**config.mk**
```make
export PLATFORM = sky130hd
export DESIGN_NAME = bus_arbiter_rr
export DESIGN_NICKNAME = d
export VERILOG_FILES = /design/src/rtl/bus_arbiter_rr.sv
export SDC_FILE = /design/constraint.sdc
export NUM_CORES = 1
export LEC_CHECK = 0
export CORE_MARGIN = 2
export CORE_UTILIZATION = 53
export DETAILED_ROUTE_END_ITERATION = 10
export HOLD_SLACK_MARGIN = 0.06
export PLACE_DENSITY = 0.74
export REMOVE_ABC_BUFFERS = 1
export SLEW_MARGIN = 20
export SYNTH_ARGS = -nofsm -noshare
export SYNTH_HDL_FRONTEND = slang
export SYNTH_SLANG_ARGS = --single-unit
export TNS_END_PERCENT = 1
```
**constraint.sdc**
```tcl
create_clock -name clk -period 3 [get_ports clk]
set_input_delay 0.3 -clock clk [delete_from_list [all_inputs] [get_ports clk]]
set_output_delay 0.3 -clock clk [all_outputs]
set_load 0.005 [all_outputs]
```
**src/rtl/bus_arbiter_rr.sv**
```systemverilog
// Shared-bus arbiter for NUM_MASTERS active-low requesters. Arbitration is
// round-robin or fixed-priority, and a hold limit preempts long-running owners.
module bus_arbiter_rr #(
    parameter int NUM_MASTERS = 4,
    parameter int MAX_HOLD    = 16,
    parameter int RR_MODE     = 1,
    localparam int IDX_W      = (NUM_MASTERS > 1) ? $clog2(NUM_MASTERS) : 1
) (
    input  logic                   clk,
    input  logic                   rst,
    input  logic [NUM_MASTERS-1:0] req_,
    output logic [NUM_MASTERS-1:0] grnt_,
    output logic [IDX_W-1:0]       owner,
    output logic                   busy,
    output logic                   preempt
);

    localparam int unsigned NM       = NUM_MASTERS;
    localparam logic [7:0]  HOLD_LIM = (MAX_HOLD == 0) ? 8'hFF : 8'(MAX_HOLD - 1);

    typedef enum logic {IDLE, OWNED} state_t;

    state_t                 state_q, state_d;
    logic [NUM_MASTERS-1:0] grnt_q, grnt_d;
    logic [IDX_W-1:0]       owner_q, owner_d;
    logic [7:0]             hold_cnt_q, hold_cnt_d;
    logic                   busy_q, busy_d;
    logic                   preempt_q, preempt_d;

    logic [NUM_MASTERS-1:0] req;
    logic [NUM_MASTERS-1:0] others;
    logic [IDX_W:0]         win_all;
    logic [IDX_W:0]         win_oth;
    logic                   do_grant;
    logic [IDX_W-1:0]       grant_idx;

    // Returns {found, index}. Round-robin scans from last+1 and wraps, so the
    // previous holder is considered last.
    function automatic logic [IDX_W:0] pick(input logic [NUM_MASTERS-1:0] cand,
                                            input logic [IDX_W-1:0]       last);
        logic             found;
        logic [IDX_W-1:0] idx;
        logic [IDX_W-1:0] pos;
        found = 1'b0;
        idx   = '0;
        pos   = '0;
        for (int unsigned k = 0; k < NM; k++) begin
            if (RR_MODE != 0) begin
                pos = IDX_W'((32'(last) + 32'd1 + k) % NM);
            end else begin
                pos = IDX_W'(k);
            end
            if (!found && cand[pos]) begin
                found = 1'b1;
                idx   = pos;
            end
        end
        return {found, idx};
    endfunction

    always_comb begin
        req             = ~req_;
        others          = req;
        others[owner_q] = 1'b0;
        win_all         = pick(req, owner_q);
        win_oth         = pick(others, owner_q);

        state_d    = state_q;
        owner_d    = owner_q;
        grnt_d     = grnt_q;
        hold_cnt_d = hold_cnt_q;
        preempt_d  = 1'b0;
        do_grant   = 1'b0;
        grant_idx  = owner_q;

        unique case (state_q)
            IDLE: begin
                if (win_all[IDX_W]) begin
                    do_grant  = 1'b1;
                    grant_idx = win_all[IDX_W-1:0];
                end
            end
            OWNED: begin
                if (req[owner_q]) begin
                    if (MAX_HOLD == 0 || hold_cnt_q < HOLD_LIM) begin
                        if (hold_cnt_q != 8'hFF) begin
                            hold_cnt_d = hold_cnt_q + 8'd1;
                        end
                    end else if (win_oth[IDX_W]) begin
                        do_grant  = 1'b1;
                        grant_idx = win_oth[IDX_W-1:0];
                        preempt_d = 1'b1;
                    end
                    // At the limit with nobody waiting the count simply saturates.
                end else if (win_all[IDX_W]) begin
                    do_grant  = 1'b1;
                    grant_idx = win_all[IDX_W-1:0];
                end else begin
                    state_d    = IDLE;
                    grnt_d     = '1;
                    hold_cnt_d = '0;
                end
            end
            default: begin
                state_d    = IDLE;
                grnt_d     = '1;
                hold_cnt_d = '0;
            end
        endcase

        if (do_grant) begin
            state_d           = OWNED;
            owner_d           = grant_idx;
            grnt_d            = '1;
            grnt_d[grant_idx] = 1'b0;
            hold_cnt_d        = '0;
        end

        busy_d = (state_d == OWNED);
    end

    always_ff @(posedge clk or negedge rst) begin
        if (!rst) begin
            state_q    <= IDLE;
            grnt_q     <= '1;
            owner_q    <= '0;
            hold_cnt_q <= '0;
            busy_q     <= 1'b0;
            preempt_q  <= 1'b0;
        end else begin
            state_q    <= state_d;
            grnt_q     <= grnt_d;
            owner_q    <= owner_d;
            hold_cnt_q <= hold_cnt_d;
            busy_q     <= busy_d;
            preempt_q  <= preempt_d;
        end
    end

    assign grnt_   = grnt_q;
    assign owner   = owner_q;
    assign busy    = busy_q;
    assign preempt = preempt_q;

endmodule

```
[After elaboration in Yosys (flattened, before gate mapping)]
Cells that the tools add are included.
Storage, ports and cells
  flip-flop bits (word level): 16
  input port bits: 6
  output and inout bits: 8
  logic and storage cells: 110
Cells by class
  add/subtract/negate cells: 5
  magnitude comparators: 9
  equality and inequality tests: 6
  multiplexer cells: 63
  bitwise gates (word level): 5
  reduce and logical (&&, ||, !) cells: 17
Operator list (count)
  8-bit 2-to-1 mux: 6
  1-bit 2-to-1 mux: 28
  2-bit 2-to-1 mux: 12
  1-bit binary-select mux with 2-bit select: 9
  2-bit by 3-bit less-than comparator with 1-bit output, second input constant: 6
  4-bit 2-to-1 mux: 4
  4-bit NOT: 3
  8-bit by 1-bit adder with 8-bit output, second input constant: 1
  1-bit logical AND: 8
  8-bit by 4-bit less-than comparator with 1-bit output, second input constant: 1
  8-bit inequality test, second input constant: 1
  1-bit zero test: 6
  3-bit by 2-bit inequality test with 1-bit output, second input constant: 2
  2-bit by 1-bit adder with 2-bit output, second input constant: 2
  2-bit adder, second input constant: 2
  4-bit AND: 1
  1-bit demux with 2-bit select: 2
  2-bit by 1-bit >= comparator with 1-bit output, second input constant: 2
  2-bit case mux with 2 select lines: 1
  4-bit AND reduction: 1
  3-bit by 1-bit inequality test with 1-bit output, second input constant: 1
  3-bit AND reduction: 1
  2-bit by 1-bit inequality test with 1-bit output, second input constant: 1
  2-bit inequality test, second input constant: 1
  other kinds (3): 3

[Depth between registers and ports, before layout]
Gate-level depths: netlist of run 1.
  word-level depth: 28
  mapped depth: 10

[Worst setup path after synthesis of run 1]
OpenSTA, ideal clock, no wires.
  path type: register -> register
  start point: register owner_q[0], in the netlist owner[0]
  end point: register grnt_q[0], in the netlist grnt_[0]
  library setup time: 83 ps
  arrival time: 2122 ps
  data required time: 2917 ps
  setup slack: 794 ps
  cell stages (with the launch flop): 11
  buffers on the path: 2
  period minus slack after synthesis: 2206 ps
  path through: dfrtp_1 -> buf_6 -> inv_1 -> ha_1 -> buf_2 -> nor2b_1 -> a221oi_1 -> a31oi_1 -> o22ai_1 -> a21oi_2 -> o32a_1
On the way
  cells in the longest elaborated chain, start to end: 28
  elaborated cells between the ends (all ways): 78
  those cells by class: add/sub (4); order compare (4); eq/ne (2); mux (49); bitwise (3); reduce/logical (16)
Ends and longest elaborated chain
  from (decl): line 25  | logic [IDX_W-1:0] owner_q, owner_d;
  from (signal assigned): line 133  | owner_q <= owner_d;
  2-bit by 3-bit less-than comparator with 1-bit output (not written as such) / 2-bit by 1-bit >= comparator with 1-bit output (equally long branches): line 64  | others[owner_q] = 1'b0;
  1-bit logical AND (not written as such): line 64
  1-bit 2-to-1 mux (not written as such): line 64
  1-bit demux with 2-bit select: line 64
  4-bit NOT (no line)
  4-bit AND (no line)
  1-bit binary-select mux with 2-bit select: line 53  | if (!found && cand[pos]) begin
  1-bit 2-to-1 mux (not written as such): line 53
  (+12 left out)
  2-bit 2-to-1 mux: line 84  | if (req[owner_q]) begin
  2-bit case mux with 2 select lines: line 76  | unique case (state_q)
  2-bit by 3-bit less-than comparator with 1-bit output (not written as such) / 2-bit by 1-bit >= comparator with 1-bit output (equally long branches): line 115  | grnt_d[grant_idx] = 1'b0;
  1-bit logical AND (not written as such): line 115
  1-bit 2-to-1 mux (not written as such): line 115
  1-bit demux with 2-bit select: line 115
  4-bit NOT (no line)
  4-bit 2-to-1 mux: line 111  | if (do_grant) begin
  to (signal assigned): line 132  | grnt_q <= grnt_d;
  to (decl): line 24  | logic [NUM_MASTERS-1:0] grnt_q, grnt_d;
Several ways; a longest one is shown, not always the timed one. The select of a mux whose other input is x is not followed.
A chain may end at the register's enable or synchronous reset.

[Worst setup path after layout of run 1]
  start point: register owner_q[1], in the netlist owner[1]
  end point: register grnt_q[0], in the netlist grnt_[0]
Same word-level chain as after synthesis.

==> qor.yml, run 1 <==
run:
  cap_viol_max_count: 0
sta:
  setup_slack_ps: 701
  slew_violations: 0
  setup_violations: 0
  fin_crit_ps: 2300
  max_slew_margin_pct: 53.1
  hold_viol: 0
  worst_slew_pin_slew_ps: 701
  fin_crit_sh_pct: 76.6
  rsz0062_at_grt: "false"
  finalSetupTns_ps: 0
  fmaxAchievable_ghz: 0.435
  fin_skew_ps: 2.59
layout:
  drive_gt1_share_pct: 13.5
  final_cells: 153
  finalInstanceArea_um2: 1230
  antenna_cells: 0
  nNetsFinal: 138
  area_growth_pct: 16.5
floorplanning:
  rows: 16
  die_x_um: 48.6
  die_y_um: 48.6
  fp.coreArea_um2: 1920
  initial_core_util_pct: 54.9
  dieArea_um2: 2370
  io_pins: 14
place:
  gp_congestion: 0.898
  port_buffers: 13
  dpl.hpwl_mm: 1.72
  place_inst: 149
  pre_cts_ws_ps: 605
  placed_cell_area_um2: 1190
yosys:
  async_reset_ff_share_pct: 100
  synth_edf_count: 0
  ys_types: 43
  yosysTopAreaCell: "dfrtp_1"
  synth_area_leaders: "dfrtp_1 (28%), dfstp_2 (10%), ha_1 (5.9%)"
  netlist_area_um2: 1060
  synthTopCellsByCount: "nor2_1 (15), dfrtp_1 (12), nand2_1 (9)"
  synthFlopType: "dfrtp_1"
  syn_area_per_cell_um2: 9.26
  yosysMostFrequentCell: "nor2_1"
  ys_ff_latch: 16
  yosys_warnings: 0
  yosysTopAreaCellShare_pct: 28.4
  yosysSeqAreaShare_pct: 38.4
  netlist_instances: 114
global_routing:
  grt_pass1_wl_mm: 3.97
  grt_pass1_vias: 900
  antenna_found_initial: 0
  grt_overflow_total: 0
  gr-usage-all-layers_pct: 21.4
  grt_max_degree: 17
cts:
  ctsRootBufferMaster: "clkbuf_4"
  clk_latency_ps: 280
  htree_num_levels: 1
  cts.clk_slew.worst_paths_ps: 90
  clock_tree.buffer_depth: 2
  post-cts-setup-buffers: 0
  cts_tree: "yes"
  postCtsHoldBufs: 0
  cts_resized: 0
  clock-sinks: 16
  cts_made_buffers: 3
status:
  status: "complete, no violations"
route:
  drt-vias-per-instance: 6.18
  dr.first_iter.drc_count: 25
  firstDrtPassIters: 4
  drc: 0
  routedWlPerCell_um: 15.0
  antenna_left: 0
  vias: 946
  routed_wl_mm: 2.29
setup_path:
  crit_path_end_kind: "register"
  arrival_ps: 2520
  reg2reg_depth: 8
  r2r_start: "owner[1]"
  cp-start-kind: "register"
  critPathRequiredTime_ps: 3220
  r2r-end: "grnt_[0]"
  worstSetupPathType: "reg2reg"
  path_max_fanout: 10
  r2r_slack_ps: 700
worst_hold_path:
  hold_class: "in2async"
power:
  irDropWorstVdd_v: 0.000592
  p_leak_nw: 0.499
  finalPower_mw: 1.08
  powerDensity_nw_per_um2: 876
## cells in the final DEF (no fill, tap or decap), types with 2 or more instances in the layout
| master | n |
|---|---|
| nand2_1 | 9 |
| a31oi_1 | 2 |
| dfrtp_1 | 12 |
| o32ai_1 | 2 |
| nor3_1 | 5 |
| a21o_1 | 2 |
| a41oi_1 | 3 |
| and2_1 | 2 |
| o21ai_0 | 8 |
| nor2_1 | 15 |
| dfstp_2 | 4 |
| a21oi_1 | 3 |
| ha_1 | 5 |
| o22ai_1 | 3 |
| inv_1 | 3 |
| clkdlybuf4s50_1 | 13 |
| nand3_1 | 4 |
| clkbuf_4 | 3 |
| nor2b_1 | 3 |
## cell families after synthesis
logic type               after synthesis  synth area share (%)
buffers and inverters                  9                  4.27
AND/OR/NAND/NOR                       44                  19.9
AO/OA/AOI/OAI                         38                  29.1
adder cells (fa/ha/maj)                5                  5.92
multiplexers                           2                  2.37
flip-flops                            16                  38.4
## power breakdown
| group | internal [mW] | leakage, nW | switching, mW |
|---|---|---|---|
| Sequential | 0.276 | 0.197 | 0.0414 |
| Clock | 0.0739 | 0.0210 | 0.0684 |
| Combinational | 0.280 | 0.281 | 0.337 |
| Total | 0.630 | 0.499 | 0.447 |
## final cells by class
class | count | area, um2
sequential | 16 | 405
multi-input combinational | 89 | 606
clock buffer | 4 | 36.3
fill | 168 | 692
inverter | 3 | 11.3
timing repair buffer | 14 | 138
tap | 27 | 33.8
## through the flow
stage,util [%],hold WS [ps]
CTS,64.0,445
finish,64.0,428
detailed placement,62.1,496
floorplan,-,4.41
global placement,62.1,487
global route,64.0,481
## flip-flops by register name (all words and copies together), names as in the netlist
register	count
hold_cnt_q	8
grnt_	4
owner	2
busy	1
preempt	1
## worst max path at each step
stage               depth (start not counted)  startpoint  slack [ps]  endpoint
floorplan                                   8    owner[0]         720  grnt_[0]
global placement                            7     req_[1]         600  grnt_[3]
detailed placement                          6     req_[2]         610  grnt_[0]
CTS                                         8    owner[1]         710  grnt_[0]
global route                                8    owner[1]         510  grnt_[0]
finish                                      8    owner[1]         700  grnt_[0]
## worst max-delay path, stage by stage, from the launching register on
cell and delay (ps):
dfrtp_1 480, inv_1 100, ha_1 460, nor2b_1 220, a221oi_1 100, a31oi_1 230
o221a_1 240, a21oi_2 60, o32a_1 350
## layer usage
metal	share of wire (%)	wire, um	track usage (%)
met4	1.9	44	9.05
met5	0	0	0
met1	45	1040	26.4
met3	3.8	86	5.56
met2	49	1120	35.4
No activity file was read; power rests on OpenSTA's default activity.
==> inputs of run 2 (changes only) <==
--- a/config.mk
+++ b/config.mk
@@ -6,10 +6,10 @@
 export NUM_CORES = 1
 export LEC_CHECK = 0
 export CORE_MARGIN = 2
-export CORE_UTILIZATION = 53
+export CORE_UTILIZATION = 48
 export DETAILED_ROUTE_END_ITERATION = 10
 export HOLD_SLACK_MARGIN = 0.06
-export PLACE_DENSITY = 0.74
+export PLACE_DENSITY = 0.71
 export REMOVE_ABC_BUFFERS = 1
 export SLEW_MARGIN = 20
 export SYNTH_ARGS = -nofsm -noshare
==> constraint.sdc (replaced) <==
create_clock -name clk -period 2.05 [get_ports clk]
set_input_delay 0.205 -clock clk [delete_from_list [all_inputs] [get_ports clk]]
set_output_delay 0.205 -clock clk [all_outputs]
set_load 0.005 [all_outputs]
==> run 2 against run 1 <==
  * Sequential cell count unchanged
  * Sequential share of layout area down 6.5 points
  * Sequential power rose by 46%
  * Highest routed layer unchanged
  * The flow now finishes with violations (setup timing)
  * Maximum frequency is 9.6% higher
  * Setup slack worse by 750 ps
  * Utilization increased by 12 points
  * Largest power group unchanged
  * Critical path type unchanged
  * First-iteration DRC count increased by 44%
  * Critical endpoint unchanged
  * Via count rose by 10%
  * Register-to-register slack worse by 750 ps
  * Hold slack worse by 100 ps
==> qor.yml, run 2 (synthesized netlist as in run 1, its figures left out) <==
cts:
  ctsRootBufferMaster: "clkbuf_4"
  htree_num_levels: 1  # unchanged
  clock_tree.buffer_depth: 2  # unchanged
  clk_latency_ps: 280  # about the same
  clock-sinks: 16  # unchanged
  postCtsHoldBufs: 0  # unchanged
  cts_made_buffers: 3  # unchanged
  cts_tree: "yes"
  cts.clk_slew.worst_paths_ps: 100  # about the same
sta:
  slew_violations: 0  # unchanged
  finalSetupTns_ps: -47.6  # -47.6 ps
  setup_violations: 1  # +1
  max_slew_margin_pct: 54.0  # +0.86 points
  fmaxAchievable_ghz: 0.477  # +9.6%
  hold_ws_ps: 327  # -100 ps
  hold_viol: 0  # unchanged
  worst_slew_pin_slew_ps: 689  # -12.8 ps
  fin_crit_ps: 2100  # -201 ps
  fin_crit_sh_pct: 102  # +26 points
  fin_skew_ps: 4.03  # +1.44 ps
  setup_slack_ps: -47.6  # -749 ps
  rsz0062_at_grt: "true"
layout:
  drive_gt1_share_pct: 39.7  # +26 points
  multi_input_area_um2: 747  # +23%
  nNetsFinal: 158  # +14%
  postLayoutCoreUtil_pct: 75.8  # +12 points
  largest_reg_flops: 8  # unchanged
  regMostFlops: "hold_cnt_q"
  final_cell_mix: "buf_4 (18), nor2_1 (14), clkdlybuf4s50_1 (13)"
  final_cells: 173  # +13%
  fill_cells: 130  # -23%
  final_common_cell: "buf_4"
  finalInstanceArea_um2: 1530  # +25%
  area_growth_pct: 45.1
  antenna_cells: 0  # unchanged
  seqCellArea_um2: 405  # unchanged
power:
  p_leak_nw: 0.625  # +25%
  powerDensity_nw_per_um2: 1390  # +58%
  seqPwrFrac_pct: 21.7  # -7.8 points
  p_switching_mw: 0.872  # +95%
  pwr-share-comb_pct: 68.5  # +11 points
  finalPower_mw: 2.12  # +97%
  switching_share_pct: 41.1  # -0.44 points
  power_frac_clock_pct: 9.8  # -3.4 points
  p_int_mw: 1.25  # +99%
  irDropWorstVdd_v: 0.00115  # +94%
floorplanning:
  io_pins: 14  # unchanged
  fp.coreArea_um2: 2020  # +5.2%
  rows: 16  # unchanged
  die_y_um: 50.9  # +4.7%
  initial_core_util_pct: 52.2  # -2.7 points
  die_x_um: 50.9  # +4.7%
  dieArea_um2: 2590  # +9.6%
route:
  routed_wl_mm: 2.98  # +30%
  drt-vias-per-instance: 6.03  # -2.5%
  antenna_left: 0  # unchanged
  vias: 1043  # +10%
  dr.first_iter.drc_count: 36  # +44%
  routedWlPerCell_um: 17.2  # +15%
  drc: 0  # unchanged
  firstDrtPassIters: 4  # unchanged
setup_path:
  crit_path_max_incr_delay_ps: 400  # -80 ps
  worstSetupPathType: "reg2reg"
  crit_path_end_kind: "register"
  path_cells: "inv_2 -> buf_4 -> ha_2 -> buf_4 -> o32ai_2 -> o21ai_1 -> o22ai_2 -> a21oi_4 -> o32a_1"
  arrival_ps: 2310  # -210 ps
  r2r_slack_ps: -50  # -750 ps
  critPathRequiredTime_ps: 2260  # -960 ps
  cpMostUsedCell: "buf_4"
  path_max_fanout: 5  # -5
  cp_slowest_cell: "dfrtp_1"
  cp-start-kind: "register"
status:
  violations: "setup timing"
  status: "finished with violations"
run:
  cap_viol_max_count: 0  # unchanged
place:
  pre_cts_ws_ps: -82.4  # -687 ps
  gp_congestion: 0.913  # +1.6%
  placed_cell_area_um2: 1340  # +12%
  dpl.hpwl_mm: 1.95  # +13%
  port_buffers: 13  # unchanged
  place_inst: 168  # +13%
global_routing:
  grt_pass1_wl_mm: 4.55  # +15%
  gr-usage-all-layers_pct: 22.8  # +1.4 points
  grt_pass1_vias: 1049  # +17%
  grt_max_degree: 17  # unchanged
  grt_overflow_total: 0  # unchanged
  antenna_found_initial: 0  # unchanged
worst_hold_path:
  hold_class: "in2async"
-- run 2: repair_timing --
item,CTS,global route
endpoints found under the setup margin,6,13
buffers inserted,0,2
resized for setup,9,22
hold endpoints to repair,0,0
pin swaps,1,11
-- run 2: final timing paths --
kind | start | end | depth (start not counted)
worst max-delay path | owner[0] | grnt_[0] | 9
worst min-delay path | rst | preempt | 1
worst max register to register | owner[0] | grnt_[0] | 9
worst min register to register | grnt_[1] | grnt_[1] | 2
max in group asynchronous | rst | owner[0] | 1
min in group clk | grnt_[1] | grnt_[1] | 2
-- run 2: area by class of cell --
type | count | area share (%)
inverters | 3 | 0.735
clock buffers | 4 | 2.37
multi-input cells | 89 | 48.7
well taps | 27 | 2.20
flip-flops and latches | 16 | 26.4
repair buffers | 34 | 19.5
-- run 2: worst max-delay path, delay by kind of cell (launching register included) --
| kind | cells | cell delay [ps] |
|---|---|---|
| flops | 1 | 400 |
| fa+ha+maj | 1 | 210 |
| compound gates | 5 | 1030 |
| buf+inv | 3 | 390 |
-- run 2: layer usage --
metal | share of wire [%] | global-route usage, % | wire length [um] | up-vias
li1 | - | - | - | 491
met3 | 5.7 | 7.02 | 171 | 10
met2 | 46 | 37.9 | 1370 | 45
met1 | 45 | 29.4 | 1340 | 497
met4 | 3.6 | 4.50 | 106 | 0
met5 | 0 | 0 | 0 | -
-- run 2: power groups by stage --
| stage | Clock [mW] | Combinational (mW) | Sequential, mW |
|---|---|---|---|
| floorplan | 0 | 0.612 | 0.485 |
| global placement | 0 | 1.09 | 0.459 |
| detailed placement | 0 | 1.12 | 0.459 |
| CTS | 0.207 | 1.22 | 0.456 |
| global route | 0.222 | 1.55 | 0.471 |
| finish | 0.207 | 1.45 | 0.462 |
